File: config.mk
export PLATFORM = sky130hd
export DESIGN_NAME = mem_arbiter
export DESIGN_NICKNAME = d
export VERILOG_FILES = /design/src/rtl/mem_arbiter.sv
export SDC_FILE = /design/constraint.sdc
export NUM_CORES = 1
export LEC_CHECK = 0
export ABC_AREA = 1
export BUFFER_PORTS_ARGS = -buffer_cell sky130_fd_sc_hd__buf_2
export CORE_AREA = 10 10 333 335
export CTS_CLUSTER_SIZE = 16
export DETAILED_ROUTE_END_ITERATION = 10
export DIE_AREA = 0 0 343 345
export PLACE_DENSITY = 0.34
export SETUP_SLACK_MARGIN = 0.05
export SLEW_MARGIN = 30
export SYNTH_ARGS = -nofsm -noshare
export SYNTH_HDL_FRONTEND = slang
export SYNTH_SLANG_ARGS = --single-unit
File: constraint.sdc
create_clock -name clk -period 5 [get_ports clk]
set_clock_uncertainty 0.05 [all_clocks]
set_input_delay 0.75 -clock clk [delete_from_list [all_inputs] [get_ports clk]]
set_output_delay 0.75 -clock clk [all_outputs]
set_load 0.05 [all_outputs]
File: src/rtl/mem_arbiter.sv
// Purpose: shares one main-memory line port between the I-cache and the D-cache, one requester at a time.
// Latency: memory strobes appear the cycle after a request is seen in IDLE; the ready pulse follows mem_ready combinationally.
// Backpressure: requests are level-held until ready; one RELEASE cycle follows every transfer, and the losing side waits.
module mem_arbiter #(
    parameter int ADDR_W = 28,
    parameter int DATA_W = 128
) (
    input  logic              clk,
    input  logic              rst_n,
    input  logic              i_read,
    input  logic              i_write,
    input  logic [ADDR_W-1:0] i_addr,
    input  logic [DATA_W-1:0] i_wdata,
    output logic [DATA_W-1:0] i_rdata,
    output logic              i_ready,
    input  logic              d_read,
    input  logic              d_write,
    input  logic [ADDR_W-1:0] d_addr,
    input  logic [DATA_W-1:0] d_wdata,
    output logic [DATA_W-1:0] d_rdata,
    output logic              d_ready,
    output logic              mem_read,
    output logic              mem_write,
    output logic [ADDR_W-1:0] mem_addr,
    output logic [DATA_W-1:0] mem_wdata,
    input  logic [DATA_W-1:0] mem_rdata,
    input  logic              mem_ready,
    output logic              busy
);

    typedef enum logic [1:0] {IDLE, GRANT_I, GRANT_D, RELEASE} state_t;

    state_t state, state_nxt;
    logic   last_grant_d;   // 1 when the D side won the most recent grant
    logic   i_act, d_act;
    logic   grant_i, grant_d;

    assign i_act = i_read | i_write;
    assign d_act = d_read | d_write;

    // Ready goes only to the side that currently owns the memory port.
    assign i_ready = (state == GRANT_I) && mem_ready;
    assign d_ready = (state == GRANT_D) && mem_ready;
    assign busy    = (state != IDLE);

    // State register; reset aborts any transaction in flight.
    always_ff @(posedge clk or negedge rst_n) begin
        if (!rst_n) begin
            state <= IDLE;
        end else begin
            state <= state_nxt;
        end
    end

    // Next-state: arbitration in IDLE, round-robin when both sides ask at once.
    always_comb begin
        state_nxt = state;
        grant_i   = 1'b0;
        grant_d   = 1'b0;
        case (state)
            IDLE: begin
                if (i_act && d_act) begin
                    if (last_grant_d) grant_i = 1'b1;
                    else              grant_d = 1'b1;
                end else if (i_act) begin
                    grant_i = 1'b1;
                end else if (d_act) begin
                    grant_d = 1'b1;
                end
                if (grant_i)      state_nxt = GRANT_I;
                else if (grant_d) state_nxt = GRANT_D;
            end
            GRANT_I: if (mem_ready) state_nxt = RELEASE;
            GRANT_D: if (mem_ready) state_nxt = RELEASE;
            RELEASE: state_nxt = IDLE;
            default: state_nxt = IDLE;
        endcase
    end

    // Memory-port and return-line registers: load on grant, clear strobes and capture read data on completion.
    always_ff @(posedge clk or negedge rst_n) begin
        if (!rst_n) begin
            last_grant_d <= 1'b0;
            mem_read     <= 1'b0;
            mem_write    <= 1'b0;
            mem_addr     <= '0;
            mem_wdata    <= '0;
            i_rdata      <= '0;
            d_rdata      <= '0;
        end else if (grant_i) begin
            // A write takes priority when a cache raises both strobes.
            mem_write    <= i_write;
            mem_read     <= i_read & ~i_write;
            mem_addr     <= i_addr;
            mem_wdata    <= i_wdata;
            last_grant_d <= 1'b0;
        end else if (grant_d) begin
            mem_write    <= d_write;
            mem_read     <= d_read & ~d_write;
            mem_addr     <= d_addr;
            mem_wdata    <= d_wdata;
            last_grant_d <= 1'b1;
        end else if (i_ready || d_ready) begin
            if (mem_read) begin
                if (i_ready) i_rdata <= mem_rdata;
                else         d_rdata <= mem_rdata;
            end
            mem_read  <= 1'b0;
            mem_write <= 1'b0;
        end
    end

endmodule
======== Word level (Yosys, flattened, before mapping) ========
Cells that the tools add are included.
operators by class
  multiplexer cells ....................... 26
  reduce and logical (&&, ||, !) cells .... 12
  equality and inequality tests ........... 5
  bitwise gates (word level) .............. 9
operators by type and width
  kind                                           number
  two-way mux 128 bit                            2
  two-way mux 28 bit                             2
  two-way mux 1 bit                              18
  AND reduction 5 bit                            2
  two-way mux 2 bit                              3
  one-hot mux 2 bit (3 select lines)             1
  NOT 1 bit                                      5
  == test 2 bit, second input constant           2
  nonzero test 2 bit                             2
  logical AND 1 bit                              3
  != test 3 bit, second input constant           1
  nonzero test 3 bit                             1
  AND 1 bit                                      2
  == test 2 x 1 -> 1 bit, second input constant  1
  zero test 2 bit                                1
  != test 2 x 1 -> 1 bit, second input constant  1
  OR 1 bit                                       2
  AND reduction 2 bit                            1
  OR reduction 2 bit                             1
  logical OR 1 bit                               1
storage, ports and cells
  bits of input ports ..................... 447
  bits in registers ....................... 417
  word-level logic and storage cells ...... 60
  output and inout bits ................... 417

======== Depth between registers and ports, before layout ========
  word-level depth ........................ 8
  depth in mapped cells ................... 12
  mapped depth without buffers ............ 10

======== Worst setup path after synthesis ========
Ideal clock, no wire load.
  kind .................................... input to output
  start point ............................. input port mem_ready
  end point ............................... output port i_ready
  path buffers ............................ 0
  slack ................................... 3.074 ns
  arrival ................................. 1.126 ns
  required time ........................... 4.200 ns
  stages .................................. 2
  cell sequence ........................... nand2_1 -> inv_1
on the way
  longest elaborated chain between the ends .. 1
ends and longest elaborated chain
  element            line  text
  start, declared    27    input logic mem_ready,
  logical AND 1 bit  42    assign i_ready = (state == GRANT_I) && mem_ready;
  end, declared      15    output logic i_ready,
No other way between the ends.

======== Final worst setup path ========
  start point ............................. register state[0]
  end point ............................... register i_rdata[30]
on the way
  longest elaborated chain between the ends .. 4
  elaborated cells between the ends (all ways) .. 11
  those cells by class .................... 2 x eq/ne; 2 x mux; 2 x bitwise; 5 x reduce/logical
ends and longest elaborated chain
  element                                               line  text
  start, declared                                       33    state_t state, state_nxt;
  start signal, assigned                                51    state <= state_nxt;
  == test 2 x 1 -> 1 bit, or another cell as far along  42
  logical AND 1 bit, or another cell as far along       42
  logical OR 1 bit or NOT 1 bit (tied branches)         n/a
  AND reduction 5 bit (no source line) (*)              n/a
  end signal, assigned                                  105   if (i_ready) i_rdata <= mem_rdata;
  end, declared                                         14    output logic [DATA_W-1:0] i_rdata,
Mark *: on every way between the ends. The rest lies on a longest branch, timed or not.
A chain may end at the register's enable or synchronous reset.

==> results.md <==
- The run finished with clean final reports.
- For the worst setup path, the data arrival time is 3.30 ns.
- Along the worst path, the maximum fanout reaches approximately 140.
- The path length in cells of the critical path is 10.
- The global-route total usage across every layer is about 15%.
- The initial utilization of the core area, before any placement, comes to about 16%.
- The time the final worst path needs with I/O delays and setup is 2.79 ns.
- 864 I/O pins were placed.
- The core region is 0.104 mm2.
- Counting cells, the worst reg-to-reg path comes to 10.
- Summing internal, switching and leakage power gives 21.1 mW.
- The total count of max-transition violations in the final report is 0.
- The die is between 300 and 400 um tall.
- The maximum number of buffers from clock root to sink is 3.
- The number of post-CTS setup repair buffers is 0.
- For this run, design rule violations remaining after detail routing come to 0.
- The area taken by multi-input logic gates is 0.00584 mm2.
- Max-cap violations in this run came to 0.
- The share of synthesized registers carrying an async set or reset is between 90% and 100%.
- The floorplan step set the die width to ~340 um.
- After clock tree synthesis, the flow added hold-fix buffers numbering 0.
- The total via count in the routed design is roughly 17000.
- The clock latency on the worst-skew pair is 0.61 ns.
- Counting instances in the post-synthesis netlist gives the leading cell types as 1117 x sky130_fd_sc_hd__nand2_1, 417 x sky130_fd_sc_hd__dfrtp_1, 290 x sky130_fd_sc_hd__nand3_1, 76 x sky130_fd_sc_hd__buf_2, 32 x sky130_fd_sc_hd__buf_4.
- The proportion of netlist area held by the largest area contributor is between 60% and 70%.
- Summed over all cells, the static leakage comes to 13.7 nW.
- The final non-filler cell area is roughly 0.025 mm2.
- The cell seen most often among critical-path stages is sky130_fd_sc_hd__nand2_1.
- The number of warning messages in the yosys log is 0.
- Dividing the detail-routed wire length by the instance count gives ~22 um.
- Once the clock tree was built, the resizer swapped 0 gates to a different size.
- The standard cell area after detailed placement is between 0.02 and 0.025 mm2.
- In this run the worst setup path begins at state[0].
- The final RePlAce weighted congestion is ~0.80.
- Detailed placement finished with a half-perimeter wire length of 69.7 mm.
- The sequential share of the synthesized area is about 61%.
- The row count is about 120.
- In this run, synthesis produced a sequential element count of between 400 and 500.
- The most repeated cell in the gate-level netlist after synthesis is sky130_fd_sc_hd__nand2_1.
- The maximum number of pins on one net before global-route repair is roughly 140.
- TritonCTS built the clock tree.
- The number of levels in the clock H-tree is 2.
- The share of the cycle needed by the critical path after routing is between 50% and 60%.
- The number of non-filler instances in the completed layout is around 4300.
- The net count of the mapped netlist is 2442.
- The number of detailed-route iterations in the first pass is 5.
- The largest stage delay on the critical path is ~0.44 ns.
- The detail route stage leaves a number of antenna-violating nets equal to 0.
- The sum of buffers and inverters on the critical path is 4.
- The fmax is 358 MHz.
- Registers take around 0.010 mm2.
- Across the VDD grid, the largest voltage drop is 0.000395 V.
- The max-slew headroom at the worst pin is roughly 17%.
- The worst hold path belongs to the class input port to async pin.
- In this run, the number of DRC markers left after iteration 0 of detailed routing was 969.
- Walking the worst path, the cells encountered are inv_1 -> ha_1 -> inv_2 -> nor2_4 -> nand2_2 -> nand2_1 -> inv_8 -> buf_12 -> nand3_1 -> nand2_1.
- Across all hold checks on the routed design, the worst slack comes to approximately 0.13 ns.
- In this run the cell area of the synthesized design comes to 0.0170 mm2.
- The cell sitting at the root of the clock tree is a sky130_fd_sc_hd__clkbuf_16.
- Setup violations remaining at the end of the flow were counted as 0.
- The synthesized netlist contains 19 unique library cells.
- Summed over all layers, the global routing overflow is 0.
- The measured slew at the worst slew-check pin is around 1.2 ns.
- Setup repair after global routing left no endpoint under its margin.
- The via count of the first global-routing pass is between 15000 and 20000.
- The met3 track demand over resource in global routing is 5.84%.
- Counting flops with a built-in enable in the synthesized netlist gives 0.
- The initial antenna violation count is 38.
- For this design the ratio of total power to cell area is 860 mW/mm2.
- The critical path is of the flop to flop type.
- The cell count after placement is 4147.
- After detailed routing, the number of vias per cell comes to ~3.9.
- By area the synthesized netlist is led by sky130_fd_sc_hd__dfrtp_1 61%, sky130_fd_sc_hd__nand2_1 25%, sky130_fd_sc_hd__nand3_1 8.5%.
- The slowest cell on the critical path is sky130_fd_sc_hd__buf_12.
- The TritonCTS sink count is approximately 420.
- The area of the die is around 0.12 mm2.
- The top flip-flop cell by instance count after synthesis is sky130_fd_sc_hd__dfrtp_1.
- The first-pass GRT wire length is between 100 and 150 mm.
- For this run, the post-layout net count is approximately 3300.
- The reg-to-reg startpoint is state[0].
- The number of cells produced by synthesis is 1991.
- The worst setup path is launched from a flop.
- In the final layout, the share of cells above drive strength 1 is around a third.
- The worst setup path is captured at a flop.
- Buffers placed on the I/O ports in this run total between 800 and 900.
- The number of hold-slack violations in the final timing report is 0.
- From synthesis to final layout, the design area changed by 44.4%.
- The final wirelength is approximately 92 mm.
- For the worst setup path, the data required time is 5.50 ns.
- The global routing usage on met2 is 25.9%.
- The cell class contributing the biggest share of worst-path delay is buffers and inverters.
- The post-synthesis area per instance is ~8.5 um2.
- The filler cells instantiated in the layout total approximately 12000.
- For this run, global-route usage on met1 was measured as between 10% and 20%.
- After global routing, the most crowded layer is met2.
- The setup TNS after final layout is 0 ns.
- The leading area contributor after synthesis is sky130_fd_sc_hd__dfrtp_1.
- The clock transition at the registers of the reported paths is roughly 0.060 ns.
- The number of buffers added by the clock tree synthesis step is 53.
[cells in the final DEF (no fill, tap or decap), types with 4 or more instances in the layout]
master,n
sky130_fd_sc_hd__dfrtp_1,417
sky130_fd_sc_hd__buf_2,862
sky130_fd_sc_hd__clkbuf_8,17
sky130_fd_sc_hd__nor2_1,5
sky130_fd_sc_hd__inv_1,13
sky130_fd_sc_hd__nand2_1,1116
sky130_fd_sc_hd__ha_1,4
sky130_fd_sc_hd__diode_2,11
sky130_fd_sc_hd__clkbuf_16,55
sky130_fd_sc_hd__nand3_1,290
sky130_fd_sc_hd__clkinv_2,6
sky130_fd_sc_hd__buf_4,12
sky130_fd_sc_hd__clkbuf_1,11
sky130_fd_sc_hd__o21ai_0,6
sky130_fd_sc_hd__buf_12,11
[logic make-up (layout without fill, tap and decap cells)]
kind of cell / Yosys count / in the layout / share of synthesized area, %
DFF: 417 / 417 / 61.4
buffers and inverters: 140 / 1000 / 4.36
adders and majority gates: 4 / 4 / 0.294
other: 0 / 11 / 0
AOI/OAI and AO/OA: 8 / 8 / 0.236
and+or+nand+nor: 1422 / 1422 / 33.7
[sequential cells by signal, indices dropped and copies added, names as in the netlist]
| name | count |
|---|---|
| d_rdata | 128 |
| i_rdata | 128 |
| last_grant_d | 1 |
| mem_addr | 28 |
| mem_read | 1 |
| mem_wdata | 128 |
| mem_write | 1 |
| state | 2 |
[metrics by stage]
stage                     utilization [%]  setup WS, ns
after floorplan                         -          3.07
after global placement               21.8          2.03
after detailed placement             21.8          1.96
after CTS                            23.5          2.16
after global routing                 23.5          1.98
final                                23.5          2.21
[area by class of cell]
type                       count  share of cell area (%)
clock inverter                12                   0.500
sequential                   417                    42.5
tap                         1391                    7.09
multi-input combinational   1434                    23.8
timing repair buffer         886                    18.9
clock buffer                  83                    6.73
antenna                       11                   0.112
inverter                      19                   0.342
[power by group]
group          switching, mW  internal (mW)
Combinational           9.12           2.21
Clock                   1.60           2.35
Sequential             0.883           4.96
[worst reg2reg max path: cells and delay by family (launching register included)]
family                   cells  cell delay (ns)
buffers and inverters        4             1.02
adder cells (fa/ha/maj)      1             0.27
flip-flops                   1             0.39
AND/OR/NAND/NOR              5             1.01
[path summary, 6_finish.rpt]
| kind | end | slack (ns) |
|---|---|---|
| hold / removal | d_rdata[19] | 0.13 |
| min in group clk | mem_wdata[72] | 0.29 |
| setup / recovery | i_rdata[30] | 2.21 |
| hold reg to reg | i_rdata[67] | 0.41 |
| max in group asynchronous | mem_wdata[10] | 3.71 |
| setup reg to reg | i_rdata[30] | 2.21 |
[per-layer routing]
layer  vias up  share of wire, %
met3       130               9.1
met4        56               1.6
met1      7781                39
met5         -              0.39
li1       7928                 -
met2       609                50
(Power assumes the default switching activity.)
